<file path="src/rtl/fill_ctrl.sv">
// Bottle-filling station controller: index, settle, fill to level, hand off to sealing, release on VE.
// Optional FILL_COUNT_SAT_EN: COUNT saturates at all-ones instead of wrapping.
module fill_ctrl #(
    parameter int SETTLE_CYC   = 4,
    parameter int FILL_TIMEOUT = 200,
    parameter int CNT_W        = 8
) (
    input  logic             CLK,
    input  logic             RST,
    input  logic             START,
    input  logic             STOP,
    input  logic             PG,
    input  logic             NIVEL,
    input  logic             VE,
    input  logic             ACK,
    output logic             MOTOR,
    output logic             VALV,
    output logic             CH,
    output logic             ERRO,
    output logic [CNT_W-1:0] COUNT,
    output logic [2:0]       dbg_state
);

    typedef enum logic [2:0] {
        IDLE   = 3'd0,
        MOVE   = 3'd1,
        SETTLE = 3'd2,
        FILL   = 3'd3,
        DONE   = 3'd4,
        EXIT   = 3'd5,
        FAULT  = 3'd6
    } state_t;

    localparam int TMAX = (SETTLE_CYC > FILL_TIMEOUT) ? SETTLE_CYC : FILL_TIMEOUT;
    localparam int TW   = $clog2(TMAX + 1);

    state_t        state, state_n;
    logic [TW-1:0] timer, timer_n;
    logic          stop_req, stop_req_n;
    logic          cnt_inc;
    logic          settle_done;
    logic          fill_timeout;

    // The PG cycle seen in MOVE is the first settle cycle, so SETTLE itself
    // holds SETTLE_CYC-1 cycles (at least one).
    assign settle_done  = (int'(timer) + 2 >= SETTLE_CYC);
    assign fill_timeout = (int'(timer) == FILL_TIMEOUT - 1);
    assign dbg_state    = state;

    always_ff @(posedge CLK) begin
        if (RST) begin
            state    <= IDLE;
            timer    <= '0;
            stop_req <= 1'b0;
            COUNT    <= '0;
        end else begin
            state    <= state_n;
            timer    <= timer_n;
            stop_req <= stop_req_n;
            if (cnt_inc) begin
`ifdef FILL_COUNT_SAT_EN
                if (COUNT != '1) COUNT <= COUNT + 1'b1;
`else
                COUNT <= COUNT + 1'b1;
`endif
            end
        end
    end

    always_comb begin
        state_n    = state;
        timer_n    = timer;
        stop_req_n = stop_req;
        cnt_inc    = 1'b0;
        case (state)
            IDLE: begin
                if (START && !STOP) state_n = MOVE;
            end
            MOVE: begin
                if (STOP) begin
                    state_n = IDLE;
                end else if (PG) begin
                    state_n = SETTLE;
                    timer_n = '0;
                end
            end
            SETTLE: begin
                if (STOP) begin
                    state_n = IDLE;
                end else if (!PG) begin
                    state_n = MOVE;
                end else if (settle_done) begin
                    state_n = FILL;
                    timer_n = '0;
                end else begin
                    timer_n = timer + 1'b1;
                end
            end
            FILL: begin
                if (STOP) stop_req_n = 1'b1;
                // Level reached wins over a lost bottle or the timeout cycle.
                if (NIVEL) begin
                    state_n = DONE;
                    cnt_inc = 1'b1;
                end else if (!PG || fill_timeout) begin
                    state_n = FAULT;
                end else begin
                    timer_n = timer + 1'b1;
                end
            end
            DONE: begin
                if (VE) state_n = EXIT;
            end
            EXIT: begin
                if (!PG) begin
                    if (stop_req || STOP) begin
                        state_n    = IDLE;
                        stop_req_n = 1'b0;
                    end else begin
                        state_n = MOVE;
                    end
                end
            end
            FAULT: begin
                stop_req_n = 1'b0;
                if (ACK) state_n = IDLE;
            end
            default: begin
                state_n    = IDLE;
                timer_n    = '0;
                stop_req_n = 1'b0;
            end
        endcase
    end

    always_comb begin
        MOTOR = 1'b0;
        VALV  = 1'b0;
        CH    = 1'b0;
        ERRO  = 1'b0;
        case (state)
            MOVE:    MOTOR = 1'b1;
            FILL:    VALV  = 1'b1;
            DONE:    CH    = 1'b1;
            EXIT:    MOTOR = 1'b1;
            FAULT:   ERRO  = 1'b1;
            default: ;
        endcase
    end

endmodule

</file>
<file path="config.mk">
export PLATFORM = sky130hd
export DESIGN_NAME = fill_ctrl
export DESIGN_NICKNAME = d
export VERILOG_FILES = /design/src/rtl/fill_ctrl.sv
export SDC_FILE = /design/constraint.sdc
export NUM_CORES = 1
export LEC_CHECK = 0
export ABC_CLOCK_PERIOD_IN_PS = 2800
export BUFFER_PORTS_ARGS = -buffer_cell sky130_fd_sc_hd__buf_2
export CAP_MARGIN = 30
export CORE_MARGIN = 2
export CORE_UTILIZATION = 54
export CTS_CLUSTER_DIAMETER = 50
export DETAILED_ROUTE_END_ITERATION = 12
export PLACE_DENSITY = 0.88
export SLEW_MARGIN = 40
export SYNTH_ARGS = -nofsm -noshare
export SYNTH_HDL_FRONTEND = slang
export SYNTH_SLANG_ARGS = --single-unit
export TNS_END_PERCENT = 50
</file>
<file path="constraint.sdc">
create_clock -name CLK -period 2.8 [get_ports CLK]
set_input_delay 0.28 -clock CLK [delete_from_list [all_inputs] [get_ports CLK]]
set_output_delay 0.28 -clock CLK [all_outputs]
set_load 0.02 [all_outputs]
</file>
==> impl_results.md, run 1 <==
- Slowest stage delay, CP: about 0.48 ns
- Post-synth cell types: between 50 and 60
- Max-cap violations: 0
- Pin count of the biggest net entering global routing: 17
- CTS Buffer Depth: 2
- Total wire length: ~2.9 mm
- TritonCTS clock tree: done
- Bufs and invs on worst path: 0
- Detailed Place HPWL: ~2.1 mm
- Slew headroom: approximately 70%
- Minimum clock period: ~2.4 ns
- Hold-critical path depth: 2
- DIE AREA: approximately 2700 um^2
- Worst Hold Path EP: timer[3]
- Via count: between 1k and 1.5k
- DRT antenna net count: 0
- All-Layer GR Usage: around 22%
- CORE AREA: between 2000 and 2500 um^2
- CTS Hold Buffers Added: 0
- Final #Nets: 180
- Ys async rst share: 0%
- Final worst slack: 0.4317 ns
- Pwr dens: ~470 nW/um^2
- Register area share after synthesis: around a third
- Fmax: ~420 MHz
- Area leader, netlist: dfxtp_1
- #FFs+latches synth: 20
- Reg2reg path depth: 7
- Worst Hold Class: in -> reg
- Critical Path AT: between 2 and 3 ns
- Clock transition at path regs: ~0.12 ns
- DRT Pass-1 Iters: 4
- Post-synth top cells: 23 x nor2_1, 20 x dfxtp_1, 9 x nand2_1, 9 x xnor2_1, 8 x nand3_1
- I/O Buffers: 22
- Antenna violations before repair: 0
- Avg Inst Size Synth: about 8.4 um^2
- Drc violations: 0
- Post-CTS Setup Inserts: 0
- Crit path kind: reg -> reg
- Global-route wire length before repair: between 4 and 5 mm
- Top-area cell type share of the netlist area: between 30% and 40%
- Io pins: 23
- R2r setup slk: between 0.4 and 0.5 ns
- Post-route worst hold slack: 0.3131 ns
- Slowest cell on the critical path: dfxtp_1
- Area delta synth->final: 10.78%
- Post-synth net total: about 160
- Number of diodes: 0
- Vias per cell: ~5.9
- CP Launch Type: flip-flop
- CP Capture Type: flip-flop
- Finished Layout Cells: about 200
- Slew Limit Fails: 0
- # fillers: 186
- Synthesis warning total: 0
- Final period util: a little over four fifths
- Global route total overflow: 0
- DRT iter0 DRCs: 44
- CTS Sinks: 20
- Root Buffer: clkbuf_4
- DP Cell Count: ~190
- Final Hold Vio Count: 0
- Crit-path cells: ha_1, nand2_1, o41ai_2, nor3_1, a211o_1, a31oi_1, mux2_1
- Post-Place Setup Slack: between 0.4 and 0.5 ns
- Die width: 52.40 um
- Post-CTS Resized: 0
- Worst-path maximum fanout: 7
- Most common cell in the netlist: nor2_1
- Status: complete, no violations
- GR Util met2: 39.17%
- TritonCTS buffer count: 3
- Post-DR wirelength/cell: roughly 15 um
- Slew @ Worst Pin: about 0.44 ns
- Top_reg_cell synth: dfxtp_1
- Worst VDD drop: 0.3173 mV
- GR peak layer: met2
- RD Place Congestion: 0.9533
- LEAKAGE: between 0.0005 and 0.0006 uW
- CTS H-tree lvls: 1
- Setup Skew: between 0.006 and 0.007 ns
- Die height: ~52 um
- RR Endpoint: dbg_state[1]
- CP delay by family, top: compound AO/OA/AOI/OAI gates
- Vias in the first global route: 1062
- R2R Path Start: timer[0]
- Number of synthesized flops with an enable pin: 0
- Clock Latency Late Sink: ~0.31 ns
- Met1 Resource Use GR: 27.02%
- Worst endpoint required time: approximately 3 ns
- Post-Syn Instances: 151
- Cell Area, Synth: 1265 um^2
- Starting density of the core: between 50% and 60%
- TNS Setup: 0 ns
- Final setup fails: 0
- Core Rows: 17
- GR met3 Demand/Resource: 3.429%
- Synth area leaders: dfxtp_1 32%, nor2_1 6.8%, xnor2_1 6.2%
- Hold Path Origin: RST
- Layout cells sized above 1: 22.75%
- RSZ-0062 raised after global routing: false
-- placed cells by master (no fill, tap or decap), drive strengths merged, types with 2 or more instances in the layout --
master,netlist,routed
a21oi,6,6
and2,3,3
buf,8,22
clkbuf,2,3
dfxtp,20,20
ha,4,4
inv,6,6
mux2,2,2
mux2i,2,2
nand2,9,9
nand2b,2,2
nand3,8,8
nand4,3,3
nor2,23,23
nor2b,3,3
nor3,5,5
o21ai,2,2
o31ai,2,2
o32ai,2,2
or3,3,3
xnor2,9,9
xor2,7,7
-- cells by family after synthesis --
group	after synthesis	share of synthesized area [%]
flops	20	31.65
simple gates	64	25.12
compound gates	27	18.20
mux	4	3.363
fa+ha+maj	4	3.957
xor+xnor	16	11.08
buf+inv	16	6.625
-- metrics by stage --
stage	power (uW)	utilization, %	cell area (um^2)
floorplan	400.6	-	1265
global placement	421.4	60.97	1349
detailed placement	426.0	60.97	1349
CTS	667.1	63.35	1401
global route	688.9	63.35	1401
finish	665.0	63.35	1401
-- state kept, by name (all words and copies together), names as in the netlist --
register / cells
COUNT: 8
dbg_state: 3
stop_req: 1
timer: 8
-- metal layers --
layer	up-vias	part of all wire [%]
met4	0	1.8
met2	41	46
li1	558	-
met1	550	46
met5	-	0
met3	8	6.1
-- where the power goes --
| group | switching (uW) | total [uW] | internal [uW] |
|---|---|---|---|
| clock network | 97.3 | 242 | 145 |
| logic | 63.9 | 111 | 47.3 |
| registers | 20.2 | 312 | 292 |
| total | 181 | 665 | 484 |
-- area by class of cell --
type / instances / area [um^2] / share of cell area (%)
multi-input combinational: 115 / 780.7 / 55.71
sequential: 20 / 400.4 / 28.57
timing repair buffer: 22 / 110.1 / 7.857
tap: 28 / 35.03 / 2.500
clock inverter: 1 / 30.03 / 2.143
clock buffer: 3 / 22.52 / 1.607
inverter: 6 / 22.52 / 1.607
-- how the worst max path moves through the flow --
| stage | from | to | cells after the start |
|---|---|---|---|
| floorplan | timer[0] | dbg_state[1] | 7 |
| global placement | timer[0] | dbg_state[1] | 7 |
| detailed placement | timer[0] | dbg_state[1] | 7 |
| CTS | timer[0] | dbg_state[1] | 7 |
| global route | timer[0] | dbg_state[1] | 7 |
| finish | timer[0] | dbg_state[1] | 7 |
Note: power is estimated with default switching activity, not from simulation.
==> inputs of run 2 (changes only) <==
ABC_AREA = 1   (was unset)
ABC_CLOCK_PERIOD_IN_PS = 2380   (was 2800)
CORE_UTILIZATION = 55   (was 54)
clock period = 2.38 ns   (was 2.8 ns; I/O delays follow)
==> run 2 against run 1 <==
Synthesized cell count increased by 52%; utilization is 0.92 points higher; area after synthesis grew 11%; setup slack improved by 0.16 ns; routed wire length rose by 7.0%; via count is 27% higher; total power rose by 89%; die area up 8.4%; fmax rose by 33%; largest cell class unchanged; largest power group is now combinational cells.
==> impl_results.md, run 2 <==
- Slew Limit Fails: 0 (unchanged)
- RSZ-0062 raised after global routing: false
- Root Buffer: clkbuf_4
- Leading cell types in the layout, fill and taps excluded: 61 x nand2_1, 30 x nor2_1, 29 x inv_1
- CTS H-tree lvls: 1 (unchanged)
- Cell Area, Synth: 1405 um^2 (+11%)
- Area fraction in compound gates after synthesis: 11.67% (-6.5 points)
- RD Place Congestion: 0.8897 (-6.7%)
- LEAKAGE: 0.0007686 uW (+35%)
- Top_reg_cell synth: dfxtp_1
- Post-synthesis mux area share: 0% (-3.4 points)
- Hold Path Origin: RST
- Antenna violations before repair: 0 (unchanged)
- Crit path kind: reg -> reg
- Global-route wire length before repair: 4.892 mm (+7.6%)
- Detailed Place HPWL: 2.399 mm (+14%)
- All-Layer GR Usage: 22.64% (+0.15 points)
- Post-CTS Resized: 0 (unchanged)
- Status: complete, no violations
- CTS Buffer Depth: 2 (unchanged)
- CP Launch Type: flip-flop
- Via count: 1475 (+27%)
- Largest family of logic cells by synthesized area: simple AND/OR/NAND/NOR gates
- Finished Layout Cells: 282 (+45%)
- TritonCTS buffer count: 3 (unchanged)
- DRT iter0 DRCs: 42 (-4.5%)
- Number of synthesized flops with an enable pin: 0 (unchanged)
- DP Cell Count: 278 (+46%)
- Final #Nets: 265 (+47%)
- Register area share after synthesis: 28.50% (-3.2 points)
- DRT antenna net count: 0 (unchanged)
- Util after Layout: 64.27% (+0.92 points)
- CORE AREA: 2455 um^2 (+11%)
- R2R Path Start: timer[1]
- Post-Synth Adder-Cell Area: 3.562% (-0.39 points)
- Fmax: 560.5 MHz (+33%)
- Worst Hold Path EP: timer[7]
- Clock Latency Late Sink: 0.32 ns (about the same)
- Avg Inst Size Synth: 6.109 um^2 (-27%)
- Xor and xnor area share after synthesis: 1.870% (-9.2 points)
- Synthesis warning total: 0 (unchanged)
- Worst endpoint required time: 2.65 ns (-0.36 ns)
- R2r setup slk: 0.60 ns (+0.16 ns)
- Pin count of the biggest net entering global routing: 13 (-4)
- Slew headroom: 72.11% (+1.7 points)
- CTS Hold Buffers Added: 0 (unchanged)
- Worst Hold Class: in -> reg
- Total wire length: 3.102 mm (+7.0%)
- Clock transition at path regs: 0.14 ns (+0.02 ns)
- #FFs+latches synth: 20 (unchanged)
- Worst-path maximum fanout: 6 (-1)
- Max-cap violations: 0 (unchanged)
- Number of diodes: 0 (unchanged)
- Layout cells sized above 1: 15.87% (-6.9 points)
- Hold-critical path depth: 2 (unchanged)
- Minimum clock period: 1.784 ns (-0.5842 ns)
- Post-synth top cells: 61 x nand2_1, 30 x nor2_1, 29 x inv_1
- TritonCTS clock tree: done
- Die height: 54.55 um (+4.1%)
- Area delta synth->final: 12.29%
- Post-synth cell types: 30 (-41%)
- Post-synth net total: 242 (+48%)
- Setup Skew: 0.02214 ns (+0.01594 ns)
- Reg2reg path depth: 9 (+2)
- Most common cell in the netlist: nand2_1
- Post-CTS Setup Inserts: 0 (unchanged)
- Starting density of the core: 57.24% (about the same)
- Total power: 1257 uW (+89%)
- Critical Path AT: 2.05 ns (-0.53 ns)
- Area leader, netlist: dfxtp_1
- Vias in the first global route: 1155 (+8.8%)
- Commonest non-fill, non-tap cell in the layout: nand2_1
- TNS Setup: 0 ns (unchanged)
- Final Hold Vio Count: 0 (unchanged)
- Global route total overflow: 0 (unchanged)
- Pwr dens: 796.9 nW/um^2 (+68%)
- Simple-gate share of the synthesized area: 43.46% (+18 points)
- DIE AREA: 2975 um^2 (+8.4%)
- Top-area cell type share of the netlist area: 28.50% (-3.2 points)
- Drc violations: 0 (unchanged)
- Vias per cell: 5.230 (-12%)
- Io pins: 23 (unchanged)
- Core Rows: 18 (+1)
- Slew @ Worst Pin: 0.4178 ns (-0.02259 ns)
- Synth area leaders: dfxtp_1 28%, nand2_1 16%, nor2_1 8.0%
- Final setup fails: 0 (unchanged)
- Ys async rst share: 0% (unchanged)
- RR Endpoint: dbg_state[0]
- Post-Syn Instances: 230 (+52%)
- Die width: 54.55 um (+4.1%)
- DRT Pass-1 Iters: 5 (+1)
- I/O Buffers: 22 (unchanged)
- Worst VDD drop: 0.5809 mV (+83%)
- CP Capture Type: flip-flop
- Post-DR wirelength/cell: 11.00 um (-26%)
- CTS Sinks: 20 (unchanged)
- Final period util: 74.96% (-9.6 points)
run 2: metal layers:
layer	global-route usage [%]	up-vias	routed length [um]
li1	-	777	-
met1	31.83	646	1478
met2	34.94	48	1405
met3	4.098	4	187
met4	7.083	0	31
met5	0	-	0
run 2: metrics by stage:
step | cell area, um^2 | hold WS, ns | setup WS, ns
after CTS | 1578 | 0.2007 | 0.5998
final | 1578 | 0.1886 | 0.5959
after detailed placement | 1525 | 0.4554 | 0.6082
after global placement | 1525 | 0.4537 | 0.6551
after global routing | 1578 | 0.1992 | 0.3968
after floorplan | 1405 | 0.4218 | 0.6985
run 2: worst max path at each step:
stage | cells after the start | from | slack [ns] | endpoint
final | 9 | timer[1] | 0.60 | dbg_state[0]
after global routing | 9 | timer[1] | 0.40 | dbg_state[0]
after CTS | 8 | timer[1] | 0.60 | dbg_state[0]
after detailed placement | 8 | timer[1] | 0.61 | dbg_state[0]
after global placement | 8 | timer[1] | 0.66 | dbg_state[0]
after floorplan | 9 | dbg_state[1] | 0.70 | dbg_state[0]
run 2: report_power, final:
group          total (uW)  switching, uW  internal [uW]
Combinational         511            338            173
Clock                 286            116            170
Sequential            460           81.4            379
run 2: critical path, stage by stage (launching register included):
cell and delay (ns):
dfxtp_1 0.43, ha_1 0.29, nand3_1 0.16, o21ai_0 0.18
nand2_1 0.07, nor2_1 0.12, nand3_1 0.22, nand3_1 0.13
nand2_1 0.07, nor2_1 0.09
run 2: kinds of logic after synthesis:
kind of cell               Yosys count
and+or+nand+nor                    135
buffers and inverters               37
AOI/OAI and AO/OA                   31
DFF                                 20
adders and majority gates            4
xor gates and xnor gates             3
run 2: area by class of cell:
class                           count  area, um^2
Tap cell                           30       37.54
Sequential cell                    20       400.4
Clock buffer                        3       22.52
Inverter                           33       126.4
Clock inverter                      1       30.03
Timing Repair Buffer               22       110.1
Fill cell                         234       877.1
Multi-Input combinational cell    173       850.8
==> inputs of run 3 (changes only) <==
ABC_CLOCK_PERIOD_IN_PS = 1800   (was 2380)
clock period = 1.8 ns   (was 2.38 ns; I/O delays follow)
==> run 3 against run 2 <==
Routed wire length fell by 1.8%; non-clock buffer count rose by 3; clock skew fell by 0.0024 ns; register-to-register slack got worse by 0.44 ns; critical path type unchanged; largest cell class unchanged.
==> impl_results.md, run 3 (synthesis results as in run 2) <==
- Status: complete, no violations
- Post-CTS Resized: 0 (unchanged)
- GR peak layer: met2
- Starting density of the core: 57.24% (unchanged)
- Via count: 1484 (+0.61%)
- Area delta synth->final: 15.67%
- Layout cells sized above 1: 20.00% (+4.1 points)
- LEAKAGE: 0.0007845 uW (+2.1%)
- CTS Sinks: 20 (unchanged)
- Pin count of the biggest net entering global routing: 13 (unchanged)
- DRT iter0 DRCs: 49 (+17%)
- Slew Limit Fails: 0 (unchanged)
- R2r setup slk: 0.16 ns (-0.44 ns)
- Die height: 54.55 um (unchanged)
- GR Util met2: 34.94% (unchanged)
- Post-route worst hold slack: 0.1449 ns (-0.04371 ns)
- DRT antenna net count: 0 (unchanged)
- CTS H-tree lvls: 1 (unchanged)
- I/O Buffers: 22 (unchanged)
- Number of diodes: 0 (unchanged)
- Minimum clock period: 1.644 ns (-0.1397 ns)
- CORE AREA: 2455 um^2 (unchanged)
- CTS Hold Buffers Added: 0 (unchanged)
- Total power: 1680 uW (+34%)
- Final setup fails: 0 (unchanged)
- Post-Layout Inst Area: 1625 um^2 (+3.0%)
- TNS Setup: 0 ns (unchanged)
- Die width: 54.55 um (unchanged)
- Vias per cell: 5.207 (-0.45%)
- # fillers: 227 (-3.0%)
- Pwr dens: 1034 nW/um^2 (+30%)
- Fmax: 608.1 MHz (+8.5%)
- CP Launch Type: flip-flop
- Post-Place Setup Slack: 0.02731 ns (-0.5809 ns)
- Post-DR wirelength/cell: 10.69 um (-2.8%)
- Clock Latency Late Sink: 0.31 ns (about the same)
- Final #Nets: 268 (+1.1%)
- CTS Buffer Depth: 2 (unchanged)
- Core Rows: 18 (unchanged)
- TritonCTS clock tree: done
- Root Buffer: clkbuf_4
- Post-DP Area: 1548 um^2 (+1.5%)
- Antenna violations before repair: 0 (unchanged)
- Crit-path cells: nand2_2, nor2_8, nand2_4, inv_2, nand2_1, nor2_2, nand3_1, o21ai_0, a21oi_1
- Final period util: 91.35% (+16 points)
- Final Hold Vio Count: 0 (unchanged)
- Worst VDD drop: 0.7505 mV (+29%)
- Clock transition at path regs: 0.13 ns (about the same)
- TritonCTS buffer count: 3 (unchanged)
- Slowest cell on the critical path: dfxtp_1
- Post-CTS Setup Inserts: 0 (unchanged)
- Io pins: 23 (unchanged)
- Max-cap violations: 0 (unchanged)
- Crit path kind: reg -> reg
- Worst-path maximum fanout: 8 (+2)
- Register area: 405.4 um^2 (+1.3%)
- Met1 Resource Use GR: 29.29% (-2.5 points)
- Vias in the first global route: 1164 (+0.78%)
- RD Place Congestion: 0.8982 (+0.96%)
- DRT Pass-1 Iters: 4 (-1)
- Setup Skew: 0.01975 ns (-0.002389 ns)
- Critical Path AT: 1.87 ns (-0.18 ns)
- CP Capture Type: flip-flop
- Slew headroom: 81.36% (+9.2 points)
- Area of the multi-input gates: 870.8 um^2 (+2.4%)
- Global route total overflow: 0 (unchanged)
- Final worst slack: 0.1557 ns (-0.4403 ns)
- Total wire length: 3.047 mm (-1.8%)
- Commonest non-fill, non-tap cell in the layout: nand2_1
- RSZ-0062 raised after global routing: true
- Detailed Place HPWL: 2.356 mm (-1.8%)
- DIE AREA: 2975 um^2 (unchanged)
- GR met3 Demand/Resource: 4.098% (unchanged)
- Slowest stage delay, CP: 0.47 ns (+0.04 ns)
- Leading cell types in the layout, fill and taps excluded: 60 x nand2_1, 29 x nor2_1, 29 x inv_1
- Worst endpoint required time: 2.02 ns (-0.63 ns)
- Slew @ Worst Pin: 0.2786 ns (-0.1391 ns)
- Global-route wire length before repair: 4.747 mm (-3.0%)
- Worst Hold Class: in -> reg
- Drc violations: 0 (unchanged)
- All-Layer GR Usage: 21.76% (-0.88 points)
[run 3: final timing paths]
| kind | start | depth (start not counted) | to |
|---|---|---|---|
| setup / recovery | dbg_state[0] | 9 | COUNT[7] |
| hold / removal | RST | 2 | timer[7] |
| setup reg to reg | dbg_state[0] | 9 | COUNT[7] |
| hold reg to reg | COUNT[7] | 2 | COUNT[7] |
[run 3: routing by layer]
| metal | wire, um | part of all wire (%) | vias up |
|---|---|---|---|
| li1 | - | - | 794 |
| met1 | 1453 | 48 | 637 |
| met2 | 1382 | 45 | 47 |
| met3 | 169 | 5.5 | 6 |
| met4 | 42 | 1.4 | 0 |
| met5 | 0 | 0 | - |
[run 3: critical path: cells and delay by family, from the launching register on]
kind | cells | cell delay [ns]
buffers and inverters | 1 | 0.09
and+or+nand+nor | 6 | 0.78
AOI/OAI and AO/OA | 2 | 0.21
DFF | 1 | 0.47
[run 3: report_power, final]
group          internal, uW  switching, uW  total [uW]
Clock                   225            146         372
Combinational           251            450         701
Sequential              507            101         608
[run 3: layout make-up]
type                            count  share of cell area (%)
Clock buffer                        3                   1.386
Clock inverter                      1                   1.848
Inverter                           33                   7.775
Multi-Input combinational cell    173                   53.58
Sequential cell                    20                   24.94
Tap cell                           30                   2.309
Timing Repair Buffer               25                   8.160
[run 3: per-stage QoR]
step           std cells  utilization, %
2_1_floorplan        230               -
3_3_place_gp         281           63.05
3_5_place_dp         281           63.05
4_1_cts              285           65.19
5_1_grt              285           66.21
6_report             285           66.21
